[config.mk]
export PLATFORM = sky130hd
export DESIGN_NAME = unsigned_array_multiplier
export DESIGN_NICKNAME = d
export VERILOG_FILES = /design/src/rtl/unsigned_array_multiplier.sv
export SDC_FILE = /design/constraint.sdc
export NUM_CORES = 1
export LEC_CHECK = 0
export CORE_MARGIN = 2
export CORE_UTILIZATION = 39
export DETAILED_ROUTE_END_ITERATION = 8
export PLACE_DENSITY = 0.82
export RECOVER_POWER = 50
export SYNTH_ARGS = -nofsm -noshare
export SYNTH_HDL_FRONTEND = slang
export SYNTH_SLANG_ARGS = --single-unit
export TNS_END_PERCENT = 5
[constraint.sdc]
create_clock -name clk -period 0.8 [get_ports clk]
set_input_delay 0.12 -clock clk [delete_from_list [all_inputs] [get_ports clk]]
set_output_delay 0.12 -clock clk [all_outputs]
set_load 0.1 [all_outputs]
[src/rtl/unsigned_array_multiplier.sv]
// Unsigned WIDTH x WIDTH array multiplier: AND-gate partial products summed by
// rows of half/full adders with ripple carry, product registered once on Y.

module half_adder (
  input  logic a,
  input  logic b,
  output logic s,
  output logic co
);
  assign s  = a ^ b;
  assign co = a & b;
endmodule

module full_adder (
  input  logic a,
  input  logic b,
  input  logic ci,
  output logic s,
  output logic co
);
  assign s  = a ^ b ^ ci;
  assign co = (a & b) | (ci & (a ^ b));
endmodule

module unsigned_array_multiplier #(
  parameter int WIDTH = 4
) (
  input  logic               clk,
  input  logic               rst,
  input  logic [WIDTH-1:0]   A,
  input  logic [WIDTH-1:0]   B,
  output logic [2*WIDTH-1:0] Y
);

  logic [WIDTH-1:0][WIDTH-1:0] pp;
  logic [2*WIDTH-1:0]          p;
  logic [2*WIDTH-1:0]          y_d, y_q;

  genvar i, k;
  generate
    for (i = 0; i < WIDTH; i++) begin : g_pp
      for (k = 0; k < WIDTH; k++) begin : g_bit
        assign pp[i][k] = A[k] & B[i];
      end
    end

    // Each row keeps WIDTH sum bits plus its carry-out in s; the next row adds
    // its partial products to s shifted down by one, and s[0] retires as P[i].
    for (i = 0; i < WIDTH; i++) begin : g_row
      logic [WIDTH:0] s;
      if (i == 0) begin : g_base
        assign s = {1'b0, pp[0]};
      end else begin : g_add
        for (k = 0; k < WIDTH; k++) begin : g_col
          logic co;
          if (k == 0) begin : g_ha
            half_adder u_ha (
              .a  (g_row[i-1].s[1]),
              .b  (pp[i][0]),
              .s  (s[0]),
              .co (co)
            );
          end else begin : g_fa
            full_adder u_fa (
              .a  (g_row[i-1].s[k+1]),
              .b  (pp[i][k]),
              .ci (g_col[k-1].co),
              .s  (s[k]),
              .co (co)
            );
          end
        end
        assign s[WIDTH] = g_col[WIDTH-1].co;
      end
      assign p[i] = s[0];
    end

    assign p[2*WIDTH-1:WIDTH] = g_row[WIDTH-1].s[WIDTH:1];
  endgenerate

  always_comb begin
    y_d = p;
  end

  always_ff @(posedge clk or posedge rst) begin
    if (rst) y_q <= '0;
    else     y_q <= y_d;
  end

  assign Y = y_q;

endmodule

; Yosys cells after proc, flatten, opt, wreduce, memory -nomap -nowiden
; Index checks and enable logic that the tools add are counted.
; W data, S select, Z words.
[word_totals]
ff_bits = 8
input_bits = 10
output_inout_bits = 8
wordCells = 65
[op_classes]
bitwise_logic = 64
[ops]
columns = operator, count
row1 = $and A1 B1 Y1, 36
row2 = $xor A1 B1 Y1, 20
row3 = $or A1 B1 Y1, 8

; Logic depth before layout (Yosys ltp)
; Gate-level depths: netlist (run 1).
[logic_depth]
depth_word = 16
mapped_depth = 13
mapped_depth_nobuf = 13

; Modules after synthesis
; A second synthesis (run 1) with hierarchy kept.
[hier_totals]
cells_unflattened = 38
hier_area_um2 = 525.5
[modules_own_cells]
columns = mod, n_inst, cells_each, area_per_inst_um2
row1 = unsigned_array_multiplier, 1, 26, 307.8
row2 = full_adder, 9, 1, 20.0
row3 = half_adder, 3, 1, 12.5

; Worst setup path before layout (run 1)
; OpenSTA, ideal clock, no wires.
[synth_timing]
path_type = input to register
from = input port B[0]
to = register y_q[6] (netlist: Y[6])
setup_ns = 0.114
t_arrival_ns = 3.559
path_slack_ns = -2.873
path_stages = 13
path_buffers = 0
cell_sequence = and2_1 -> ha_1 -> inv_1 -> fa_1 -> fa_1 -> inv_1 -> fa_1 -> fa_1 -> fa_1 -> inv_1 -> fa_1 -> fa_1 -> inv_1
[synth_between]
elab_chain_cells = 15
elab_cells_between_ends = 43
cone_classes = 43 x bitwise
[synth_rtl]
columns = element, line_no
row1 = from (decl), 31  ; input logic [WIDTH-1:0] B,
row2 = $and A1 B1 Y1, 43  ; assign pp[i][k] = A[k] & B[i];
row3 = $and A1 B1 Y1 or $xor A1 B1 Y1 (tied branches), "11, 21, 22"
row4 = $and A1 B1 Y1, 22  ; assign co = (a & b) | (ci & (a ^ b));
row5 = $or A1 B1 Y1, 22
row6 = $and A1 B1 Y1 or $xor A1 B1 Y1 (tied branches), "22, 21"
row7 = $or A1 B1 Y1 or $xor A1 B1 Y1 (tied branches), "22, 21"
row8 = $xor A1 B1 Y1 or $and A1 B1 Y1 (tied branches), "21, 22"
row9 = $xor A1 B1 Y1 or $or A1 B1 Y1 (tied branches), "21, 22"
row10 = $xor A1 B1 Y1 or $and A1 B1 Y1 (tied branches), "21, 22"
row11 = $xor A1 B1 Y1 or $or A1 B1 Y1 (tied branches), 22
row12 = $and A1 B1 Y1 or $xor A1 B1 Y1 (tied branches), "22, 21"
row13 = $or A1 B1 Y1 or $xor A1 B1 Y1 (tied branches), 22
row14 = $and A1 B1 Y1, 22
row15 = $or A1 B1 Y1, 22
row16 = $xor A1 B1 Y1 *, 21  ; assign s = a ^ b ^ ci;
row17 = named net g_row[3].g_add.g_col[3].g_fa.u_fa.s, 18  ; output logic s,
row18 = to (signal assigned), 87  ; else y_q <= y_d;
row19 = to (decl), 37  ; logic [2*WIDTH-1:0] y_d, y_q;
; The timed path passes the listed nets; every way through them passes the cells marked *.

; Worst setup path in the final report (run 1)
[layout_timing]
from = input port B[1]
to = register y_q[6] (netlist: Y[6])
; The elaborated chain is that of the path after synthesis.

==> results of run 1 <==
report_power, final:
group | switching (µW) | internal [µW]
logic | 794 | 483
clock network | 126 | 171
registers | 65.2 | 487
total | 985 | 1140
synth_stat cells:
cell,n,area (µm²)
sky130_fd_sc_hd__inv_1,13,48.8
sky130_fd_sc_hd__and2_1,9,56.3
sky130_fd_sc_hd__dfrtp_1,8,200
sky130_fd_sc_hd__fa_1,8,160
sky130_fd_sc_hd__nand2_1,7,26.3
sky130_fd_sc_hd__ha_1,4,50.1
cell families (layout without fill, tap and decap cells):
group	after synthesis	after routing	synth area share (%)
adder cells (fa/ha/maj)	12	12	38.8
flip-flops	8	8	37.0
buffers and inverters	13	39	9.01
AND/OR/NAND/NOR	16	16	15.2
path summary, 6_finish.rpt:
kind                       from  endpoint  slack [ns]
worst min-delay path       B[0]      Y[0]        0.19
worst max-delay path       B[1]      Y[6]       -2.62
max in group asynchronous   rst      Y[1]        0.33
min in group asynchronous   rst      Y[5]        0.25
layout make-up:
type	count	area (µm²)	share of cell area [%]
Tap cell	15	18.8	2.03
Inverter	13	48.8	5.28
Multi-Input combinational cell	28	338	36.6
Clock buffer	3	22.5	2.44
Sequential cell	8	200	21.7
Timing Repair Buffer	23	295	32.0
metrics by stage:
step | util [%] | power, µW
2_1_floorplan | - | 1280
3_3_place_gp | 66.7 | 1770
3_5_place_dp | 66.7 | 1800
4_1_cts | 71.1 | 2140
5_1_grt | 71.0 | 2240
6_report | 71.0 | 2130
repair_timing:
action / in CTS / in global routing
resized for setup: 29 / 3
endpoints found under the hold margin: 0 / 0
pin swaps: 13 / 4
setup endpoints to repair: 15 / 14
buffers inserted: 0 / 0
routing by layer:
| metal | share of wire [%] | vias up | GRT usage (%) |
|---|---|---|---|
| met5 | 0 | - | 0 |
| met4 | 5.9 | 0 | 19.4 |
| met3 | 5.3 | 4 | 0 |
| met2 | 57 | 19 | 32.0 |
| met1 | 32 | 186 | 11.2 |
| li1 | - | 191 | - |
critical path, cell delays in order:
cell,delay [ns]
sky130_fd_sc_hd__buf_6,0.07
sky130_fd_sc_hd__and2_4,0.14
sky130_fd_sc_hd__ha_4,0.13
sky130_fd_sc_hd__inv_2,0.03
sky130_fd_sc_hd__fa_2,0.35
sky130_fd_sc_hd__fa_1,0.52
sky130_fd_sc_hd__inv_2,0.05
sky130_fd_sc_hd__fa_2,0.34
sky130_fd_sc_hd__fa_2,0.35
sky130_fd_sc_hd__fa_1,0.50
sky130_fd_sc_hd__inv_2,0.04
sky130_fd_sc_hd__fa_2,0.38
sky130_fd_sc_hd__fa_1,0.51
sky130_fd_sc_hd__inv_1,0.04
==> impl_summary.txt, run 1 <==
----------------------------------------------------
[Worst setup path]
  Arrival time of the worst setup path ... about 3.6 ns
  Critical path startpoint category ... primary input
  Required time at the worst-slack endpoint ... roughly 0.95 ns
  Endpoint type of the worst setup path ... flip-flop
  Critical Path Fanout Max ... 2
  Kind of critical path ... in2reg

[STA]
  Final hold viol count ... 0
  Relative slew slack ... slightly above 80%
  Actual transition at the worst max-transition pin ... between 0.2 and 0.3 ns
  Maximum operating frequency ... between 200 and 300 MHz
  Crit path setup slack, layout ... -2.62 ns
  Number of endpoints failing setup at the final stage ... 14
  Worst hold margin ... 0.185 ns
  Min cycle time layout ... ~3.4 ns
  Share of the clock period used by the worst path after layout ... 427%
  Number of pins with negative max-slew slack in the final report ... 0
  Setup repair after global routing missed its margin ... true
  Setup TNS Final ... -11.95 ns

[Floorplan]
  Height of the die ... between 40 and 50 µm
  I/O pin count ... 18
  Starting density of the core ... a little over two fifths
  Number of standard-cell rows in the floorplan ... 13
  CORE AREA ... roughly 1300 µm²
  Die Area ... 1700 µm²
  Die X ... 41.3 µm

[Power]
  Power per standard cell area ... 2300 nW/µm²
  Maximum vdd drop ... 0.833 mV
  Static leakage ... between 0.0004 and 0.0005 µW

[Run]
  Max-cap viol count ... 0

[Synth]
  Synth warn ... 0
  Gate count after technology mapping ... 49
  Seq/Total Area, Yosys ... between 30% and 40%
  Synthesized area divided by synthesized cell count ... between 10 and 15 µm²
  Register bit total from synthesis ... 8
  Yosys cell types ... 6
  Post-Syn Nets ... 71
  Netlist Area Pre-Place ... approximately 540 µm²

[Detailed routing]
  WL final ... ~960 µm
  Drc violations ... 0
  Overall via count from detail_route ... 400
  Drt pass-1 iters ... 2
  Number of antenna-violating nets in the routed design ... 0
  WL/cell ... roughly 11 µm
  Initial drt markers ... 1
  Via density per instance ... approximately 4.4

[Cells and area]
  Post-layout instance count excluding filler cells ... 90
  Summed area of non-filler cells in the final layout ... between 900 and 1000 µm²
  Share of cells above drive strength 1 ... a little under half
  Fillcell total ... about 110
  Max FFs per register ... 8
  Final layout net count ... 99
  Antenna cells ... 0
  Area grow syn2layout ... 70.4%
  Most frequent cells in the layout ... sky130_fd_sc_hd__dfrtp_1, sky130_fd_sc_hd__buf_12, sky130_fd_sc_hd__inv_1, sky130_fd_sc_hd__and2_1

[CTS]
  Number of buffers created by CTS ... 3
  Number of buffers on the longest clock path ... 2
  Clock slew at reported path FFs ... ~0.05 ns
  TritonCTS sink count ... 8
  Quantity of hold-fixing buffers added after cts ... 0
  Clk Tree Root Cell ... sky130_fd_sc_hd__clkbuf_4
  H-tree level count ... 1
  TritonCTS clock tree ... done

[GRT]
  Initial antenna violation count ... 0
  Pin count of the biggest net entering global routing ... 9
  First-pass GRT wire length ... between 1500 and 2000 µm
  Sum of overflow across all layers after global routing ... 0
  Via count of the first global-routing pass ... around 420
  Total Routing Usage GR ... between 15 and 20%

[Worst hold path]
  Type of the worst min-delay path ... in2reg
  Number of cells traversed by the worst hold path ... 3

[Placed design]
  HPWL Detailed ... 781 µm
  # port buffers ... 17
  Placement Setup Slack ... -3.26 ns
  Count of placed standard cells including taps ... between 80 and 90
  Global placer's final weighted congestion ... 0.736
  Instance area at placement ... about 870 µm²

[Status]
  Result of the run ... finished, violations left
  Failing checks ... setup timing

----------------------------------------------------
Note: power is estimated with default switching activity, not from simulation.
==> inputs of run 2 (changes only) <==
--- a/config.mk
+++ b/config.mk
@@ -5,6 +5,7 @@
 export SDC_FILE = /design/constraint.sdc
 export NUM_CORES = 1
 export LEC_CHECK = 0
+export CAP_MARGIN = 5
 export CORE_MARGIN = 2
 export CORE_UTILIZATION = 39
 export DETAILED_ROUTE_END_ITERATION = 8
==> results of run 2 <==
Same layout as run 1: the final DEF is identical, and so are final timing and power.
==> inputs of run 3 (changes only) <==
--- a/config.mk
+++ b/config.mk
@@ -6,10 +6,10 @@
 export NUM_CORES = 1
 export LEC_CHECK = 0
 export CAP_MARGIN = 5
-export CORE_MARGIN = 2
-export CORE_UTILIZATION = 39
+export CORE_AREA = 2 2 39 41
 export DETAILED_ROUTE_END_ITERATION = 8
-export PLACE_DENSITY = 0.82
+export DIE_AREA = 0 0 41 43
+export PLACE_DENSITY = 0.81
 export RECOVER_POWER = 50
 export SYNTH_ARGS = -nofsm -noshare
 export SYNTH_HDL_FRONTEND = slang
==> constraint.sdc (replaced) <==
create_clock -name clk -period 3.36 [get_ports clk]
set_input_delay 0.504 -clock clk [delete_from_list [all_inputs] [get_ports clk]]
set_output_delay 0.504 -clock clk [all_outputs]
set_load 0.1 [all_outputs]
==> impl_summary.txt, run 3 (synthesis results as in run 1) <==
----------------------------------------------------
[Status]
  Result of the run ... finished, violations left
  Failing checks ... setup timing

[Worst hold path]
  Number of cells traversed by the worst hold path ... 3
  Type of the worst min-delay path ... in2reg

[Run]
  Max-cap viol count ... 0

[Worst setup path]
  Crit-path most repeated cell ... sky130_fd_sc_hd__fa_2
  Worst setup path end ... Y[6]
  Largest stage delay, worst path ... between 0.5 and 0.6 ns
  Cell breakdown of the critical path ... buf_6 -> and2_4 -> ha_4 -> inv_2 -> fa_2 -> fa_1 -> inv_2 -> fa_2 -> fa_2 -> inv_2 -> fa_2 -> fa_2 -> fa_1 -> inv_1
  Endpoint type of the worst setup path ... flip-flop
  Critical Path Stages ... 14
  Worst path buffer plus inverter count ... 5
  Arrival time of the worst setup path ... a little under 4 ns
  Required time at the worst-slack endpoint ... 3.50 ns
  CP delay by family, top ... adder cells
  Library cell contributing the largest single delay on the critical path ... sky130_fd_sc_hd__fa_2
  Kind of critical path ... in2reg
  Critical Path Fanout Max ... 2
  Critical path startpoint category ... primary input
  Crit. Startpoint ... B[1]

[Floorplan]
  Height of the die ... around 43 µm
  Die Area ... approximately 1800 µm²
  Die X ... a little over 40 µm
  Starting density of the core ... approximately two fifths
  I/O pin count ... 18
  CORE AREA ... approximately 1400 µm²
  Number of standard-cell rows in the floorplan ... 14

[STA]
  Final hold viol count ... 0
  Actual transition at the worst max-transition pin ... 0.968 ns
  Crit path setup slack, layout ... -0.426 ns
  Relative slew slack ... a little over a third
  Min cycle time layout ... around 3.8 ns
  Share of the clock period used by the worst path after layout ... 113%
  Setup repair after global routing missed its margin ... true
  Number of pins with negative max-slew slack in the final report ... 0
  Number of endpoints failing setup at the final stage ... 3
  Maximum operating frequency ... 264 MHz
  Worst hold margin ... roughly 0.59 ns

[Power]
  Power per standard cell area ... 534 nW/µm²
  Sequential group share of total power ... 26.5%
  Maximum vdd drop ... 0.229 mV
  Net Sw Frac ... approximately 50%
  Reported net switching power ... roughly 220 µW
  Static leakage ... 0.000412 µW
  Design internal power ... 227 µW
  Proportion of power drawn by the clock network ... around 16%
  Portion of total power attributed to combinational logic ... between 50% and 60%

[GRT]
  Pin count of the biggest net entering global routing ... 9
  Initial antenna violation count ... 0
  Via count of the first global-routing pass ... roughly 470
  Total Routing Usage GR ... around 15%
  First-pass GRT wire length ... between 1500 and 2000 µm
  Sum of overflow across all layers after global routing ... 0

[Placed design]
  Instance area at placement ... 790 µm²
  Count of placed standard cells including taps ... a little under 90
  Global placer's final weighted congestion ... 0.714
  Placement Setup Slack ... -1.12 ns
  # port buffers ... 17
  HPWL Detailed ... around 900 µm

[Cells and area]
  Fillcell total ... between 100 and 150
  Antenna cells ... 0
  Summed area of non-filler cells in the final layout ... 845 µm²
  Final layout net count ... 100
  Most frequent cells in the layout ... sky130_fd_sc_hd__clkdlybuf4s50_1, sky130_fd_sc_hd__inv_1, sky130_fd_sc_hd__dfrtp_1, sky130_fd_sc_hd__buf_4
  Share of cells above drive strength 1 ... around 36%
  Area grow syn2layout ... 55.9%
  Post-Route Utilization ... around three fifths
  Most frequent standard cell in the layout excluding fill and tap cells ... sky130_fd_sc_hd__clkdlybuf4s50_1
  Max FFs per register ... 8
  Post-layout instance count excluding filler cells ... 92

[Detailed routing]
  WL final ... 1040 µm
  Drc violations ... 0
  Number of antenna-violating nets in the routed design ... 0
  Drt pass-1 iters ... 2
  Initial drt markers ... 4
  WL/cell ... around 11 µm
  Via density per instance ... roughly 4.5
  Overall via count from detail_route ... about 410

[CTS]
  Clk Tree Root Cell ... sky130_fd_sc_hd__clkbuf_4
  Number of buffers on the longest clock path ... 2
  TritonCTS clock tree ... done
  Clock slew at reported path FFs ... approximately 0.050 ns
  H-tree level count ... 1
  TritonCTS sink count ... 8
  Quantity of hold-fixing buffers added after cts ... 0
  Number of buffers created by CTS ... 3

----------------------------------------------------
-- run 3: power by group through the flow --
stage	sequential [µW]	clock, µW	combinational (µW)
CTS	120	72.3	262
detailed placement	122	0	255
global route	122	77.9	274
finish	120	70.5	261
floorplan	265	0	39.7
global placement	121	0	247
-- run 3: metrics by stage --
step	TNS [ns]	power, µW
6_report	-0.826	451
3_3_place_gp	-3.01	367
5_1_grt	-1.03	474
2_1_floorplan	-0.948	305
3_5_place_dp	-3.35	377
4_1_cts	-1.10	454
-- run 3: worst min-delay path by stage --
stage                     startpoint   end  slack [ns]
final                           A[0]  Y[0]        0.59
after CTS                        rst  Y[5]        0.49
after floorplan                  rst  Y[0]        0.32
after global placement           rst  Y[0]        0.76
after global routing            A[0]  Y[0]        0.60
after detailed placement         rst  Y[0]        0.76
-- run 3: layout make-up --
cell class                 instances  area [µm²]  area share [%]
multi-input combinational         28         325            38.5
timing repair buffer              24         228            27.0
sequential                         8         200            23.7
inverter                          13        48.8            5.78
clock buffer                       3        22.5            2.67
tap                               16        20.0            2.37
-- run 3: timing repair --
action / in CTS / in global routing
setup endpoints to repair: 4 / 3
pin swaps: 11 / 7
resized for setup: 27 / 3
buffers inserted: 1 / 0
-- run 3: metal layers --
metal,vias up,wire (µm),share of wire (%),global-route usage (%)
li1,193,-,-,-
met1,204,385,37,16.0
met2,14,586,56,27.2
met3,2,61,5.8,3.14
met4,0,9,0.86,4.00
met5,-,0,0,0
==> variant 1 (flow settings as in run 1) <==
Set the parameter `WIDTH` to 6 (it was 4).
--- a/src/rtl/unsigned_array_multiplier.sv
+++ b/src/rtl/unsigned_array_multiplier.sv
@@ -24,5 +24,5 @@
 
 module unsigned_array_multiplier #(
-  parameter int WIDTH = 4
+  parameter int WIDTH = 6
 ) (
   input  logic               clk,
Ports: changed (resized A, B and Y); port bits go from 18 to 26. No check against the original RTL was run, so the function may have changed too.
==> variant 1 against run 1 <==
- the run still ends with setup timing left
- synthesized cell count is 100% higher
- total power grew to 2.5 times the old value
- largest power group unchanged
- largest cell class unchanged
- sequential cell count increased by 4
- sequential power grew 85%
- critical endpoint is now Y[10]$_DFF_PP0_
- synthesized area rose by 110%
- utilization fell by 7.5 points
- cell area rose by 89%
- fmax shrank 43%
- setup slack got worse by 2.6 ns
- routed wire length grew 110%
==> variant 1: results (changes against run 1) <==
- Final #Nets: 182 (+84%)
- DP HPWL: 1900 um (+140%)
- Failing checks: setup timing
- # fillers: 200 (+80%)
- Xor and xnor area share after synthesis: 0% (unchanged)
- Peak supply drop: 2.94 mV (+250%)
- Warnings, synthesis: 0 (unchanged)
- Adder-cell area share of the yosys netlist: 49.2% (+10 points)
- Primary FF master, synth: dfrtp_1
- Final hold vios: 0 (unchanged)
- Least-Margin Pin Slew: 0.299 ns (+0.0143 ns)
- Syn_nets: 142 (+100%)
- Placer congestion estimate: 0.748 (+1.5%)
- Maximum clock path buffer count: 2 (unchanged)
- Vias in the first global route: 904 (+120%)
- Setup WS post-layout: -5.19 ns (-2.57 ns)
- Mux contribution to synthesized area: 0% (unchanged)
- DR WL/cell: 12.4 um (+16%)
- DP Area: 1660 um^2 (+91%)
- Hold crit path type: primary input to flip-flop
- Pleak: 0.787 nW (+77%)
- Clock-pin slew on the worst setup and hold paths: 0.07 ns (+0.02 ns)
- Tot GR Track Use: 15.7% (-0.042 points)
- Sequential share of the synthesized area: 26.6% (-10 points)
- Cts bufs inserted: 3 (unchanged)
- Initial DRT Pass Iterations: 3 (+1)
- Vias per cell: 4.68 (+5.4%)
- Status: finished, violations left
- Diode count: 0 (unchanged)
- Max reg flops: 12 (+4)
- CTS root buf: clkbuf_4
- CP required: 0.97 ns (+0.02 ns)
- Synth cell count leaders: and2_1 (25), fa_1 (24), inv_1 (20)
- Layout cell share with drive strength beyond 1: 47.1% (-0.94 points)
- Final TNS setup: -35.73 ns (-23.78 ns)
- Area contributors post-synth: fa_1 (43%), dfrtp_1 (27%), and2_1 (14%)
- Largest net degree at the start of global routing: 13 (+4)
- Setup violators final: 22 (+8)
- Crit-path max FO: 2 (unchanged)
- 1st-iter DRT viols: 6 (+5)
- Port bufs: 25 (+8)
- First-pass GRT wire length: 3930 um (+160%)
-- variant 1: changes by cell type after synthesis --
cell     before  now
dfrtp_1       8   12
and2_1        9   25
nand2_1       7   11
ha_1          4    6
fa_1          8   24
inv_1        13   20
-- variant 1: path summary, 6_finish.rpt --
| path | from | end | slack [ns] | cells past startpoint |
|---|---|---|---|---|
| worst max-delay path | A[0] | Y[10]$_DFF_PP0_ | -5.19 | 20 |
| worst min-delay path | B[0] | Y[1]$_DFF_PP0_ | 0.20 | 3 |
| max in group asynchronous | rst | Y[9]$_DFF_PP0_ | 0.26 | 3 |
| min in group asynchronous | rst | Y[2]$_DFF_PP0_ | 0.31 | 3 |
-- variant 1: report_power, final --
part           leakage [nW]  internal (mW)  switching [mW]
clock                0.0138          0.174           0.189
combinational         0.628           1.58            2.46
sequential            0.145          0.841           0.176
total                 0.787           2.59            2.83
-- variant 1: what timing repair did --
action / in CTS / in global routing
hold buffers: 0 / 0
pin swaps: 30 / 6
endpoints found under the setup margin: 23 / 22
hold endpoints to repair: 0 / 0
setup buffers: 1 / 0
resized for setup: 38 / 3
-- variant 1: through the flow --
step / total power [mW] / worst slack, ns / hold slack [ns] / std cells / util, %
final: 5.42 / -5.19 / 0.202 / 167 / 63.4
after global routing: 5.77 / -5.35 / 0.203 / 167 / 63.4
after CTS: 5.45 / -5.28 / 0.146 / 167 / 64.0
after detailed placement: 4.95 / -5.97 / 0.438 / 163 / 60.1
after global placement: 4.79 / -5.83 / 0.428 / 163 / 60.1
after floorplan: 3.47 / -5.27 / -0.0153 / 98 / -
-- variant 1: kinds of logic after synthesis --
kind of cell	after synthesis
AND/OR/NAND/NOR	36
buffers and inverters	20
flip-flops	12
adder cells (fa/ha/maj)	30
-- variant 1: worst max-delay path: stages --
cell    delay (ns)
buf_6         0.07
and2_4        0.14
ha_4          0.13
inv_2         0.04
fa_2          0.35
fa_1          0.50
inv_2         0.04
fa_2          0.36
fa_2          0.37
fa_2          0.54
fa_2          0.45
fa_2          0.42
fa_2          0.40
fa_2          0.36
fa_2          0.55
inv_2         0.04
fa_2          0.38
fa_2          0.37
fa_1          0.51
inv_1         0.04
-- variant 1: routing by layer --
metal / vias up / global-route usage [%] / wire (um)
li1: 359 / - / -
met1: 400 / 18.0 / 749
met2: 19 / 29.1 / 1200
met3: 4 / 1.34 / 64
met4: 0 / 7.97 / 53
met5: - / 0 / 0
-- variant 1: final cells by class --
type	count	area share [%]
clock buffers	3	1.29
repair buffers	35	25.5
inverters	20	4.29
multi-input cells	66	49.5
well taps	31	2.22
flip-flops and latches	12	17.2
==> variant 2 (config.mk and constraints of run 1) <==
Without the edit above. Put one more register stage on the output `Y`. The value now appears one clock later. Comments in the files are not updated.
--- a/src/rtl/unsigned_array_multiplier.sv
+++ b/src/rtl/unsigned_array_multiplier.sv
@@ -88,5 +88,7 @@
   end
 
-  assign Y = y_q;
+  always_ff @(posedge clk) begin
+    Y <= y_q;
+  end
 
 endmodule
Behaviour: not the same (Yosys sat finds a counterexample within 4 cycles, from zero or initial values and one cycle with rst high).
==> variant 2 against run 1 <==
- the flow still finishes with violations (setup timing)
- fmax up 3.1%
- total power up 30%
- highest routed layer is now met3
- setup slack better by 0.10 ns
- global-route usage down 2.8 points
- routed wire length up 24%
- via count up 9.3%
- synthesized cell count up 16%
- synthesized area up 30%
- sequential power up 97%
- cell area up 22%
- largest power group unchanged
- sequential cell count up 8
- first-iteration DRC count rose to 5.0 times the old value
- critical path depth unchanged
==> variant 2: results (changes against run 1) <==
- Tot GR Track Use: 13.0% (-2.8 points)
- Largest net degree at the start of global routing: 10 (+1)
- Signal arrival time at the worst endpoint: 3.50 ns (-0.07 ns)
- CP required: 0.98 ns (+0.03 ns)
- DP HPWL: 990 um (+27%)
- Total sequential power: 1.09 mW (+97%)
- Clock-pin slew on the worst setup and hold paths: 0.09 ns (+0.04 ns)
- Area contributors post-synth: dfrtp_1 (29%), dfxtp_1 (23%), fa_1 (23%)
- Critical hold path startpoint: A[0]
- Asr flop ratio synth: 50.0% (-50 points)
- Synth cell count leaders: inv_1 (13), and2_1 (9), dfrtp_1 (8), dfxtp_1 (8), fa_1 (8)
- Placer congestion estimate: 0.745 (+1.1%)
- Syn_nets: 79 (+11%)
- Layout cell share with drive strength beyond 1: 51.8% (+3.8 points)
- Setup WS post-layout: -2.52 ns (+0.104 ns)
- Yosys cell types: 7 (+1)
- Pint: 1.66 mW (+46%)
- Status: finished, violations left
- Setup violators final: 14 (unchanged)
- Pleak: 0.524 nW (+18%)
- Failing checks: setup timing
- Via Count: 437 (+9.3%)
- Adder-cell area share of the yosys netlist: 29.9% (-8.9 points)
- Sw Share: 40.0% (-6.3 points)
- Vias per cell: 3.97 (-11%)
- Setup WS pre-CTS: -3.23 ns (+0.0290 ns)
- Syn Area/Cell: 12.3 um^2 (+11%)
- 1st-iter DRT viols: 5 (+4)
- Routed WL: 1200 um (+24%)
- Least-Margin Pin Slew: 0.292 ns (+0.00748 ns)
## variant 2: cell count changes after synthesis
cell / before / now
dfxtp_1: 0 / 8
## variant 2: cell type report
| type | count | area, um^2 |
|---|---|---|
| tap | 25 | 31.3 |
| multi-input combinational | 28 | 338 |
| inverter | 13 | 48.8 |
| clock buffer | 4 | 26.3 |
| fill | 131 | 586 |
| timing repair buffer | 24 | 308 |
| sequential | 16 | 370 |
## variant 2: repair_timing
action	in CTS	in global routing
resized for setup	39	1
setup endpoints to repair	15	14
pin swaps	13	11
## variant 2: cells by family after synthesis
family	Yosys count
flip-flops	16
AND/OR/NAND/NOR	16
buffers and inverters	13
adder cells (fa/ha/maj)	12
## variant 2: worst max-delay path by stage
| stage | end | start | cells after the start |
|---|---|---|---|
| floorplan | y_q[6]$_DFF_PP0_ | B[0] | 13 |
| global placement | y_q[6]$_DFF_PP0_ | A[1] | 14 |
| detailed placement | y_q[6]$_DFF_PP0_ | A[1] | 14 |
| CTS | y_q[6]$_DFF_PP0_ | A[0] | 14 |
| global route | y_q[6]$_DFF_PP0_ | B[0] | 14 |
| finish | y_q[6]$_DFF_PP0_ | B[0] | 14 |
## variant 2: stage by stage
| stage | cell area [um^2] | setup TNS (ns) |
|---|---|---|
| after global routing | 1120 | -11.78 |
| after CTS | 1120 | -11.92 |
| after floorplan | 714 | -13.11 |
| final | 1120 | -11.25 |
| after detailed placement | 1050 | -15.15 |
| after global placement | 1050 | -14.96 |
## variant 2: metal layers
metal	GRT usage [%]	wire length, um
met1	14.8	491
met2	25.3	657
met3	2.35	46
met4	1.71	0
met5	0	0
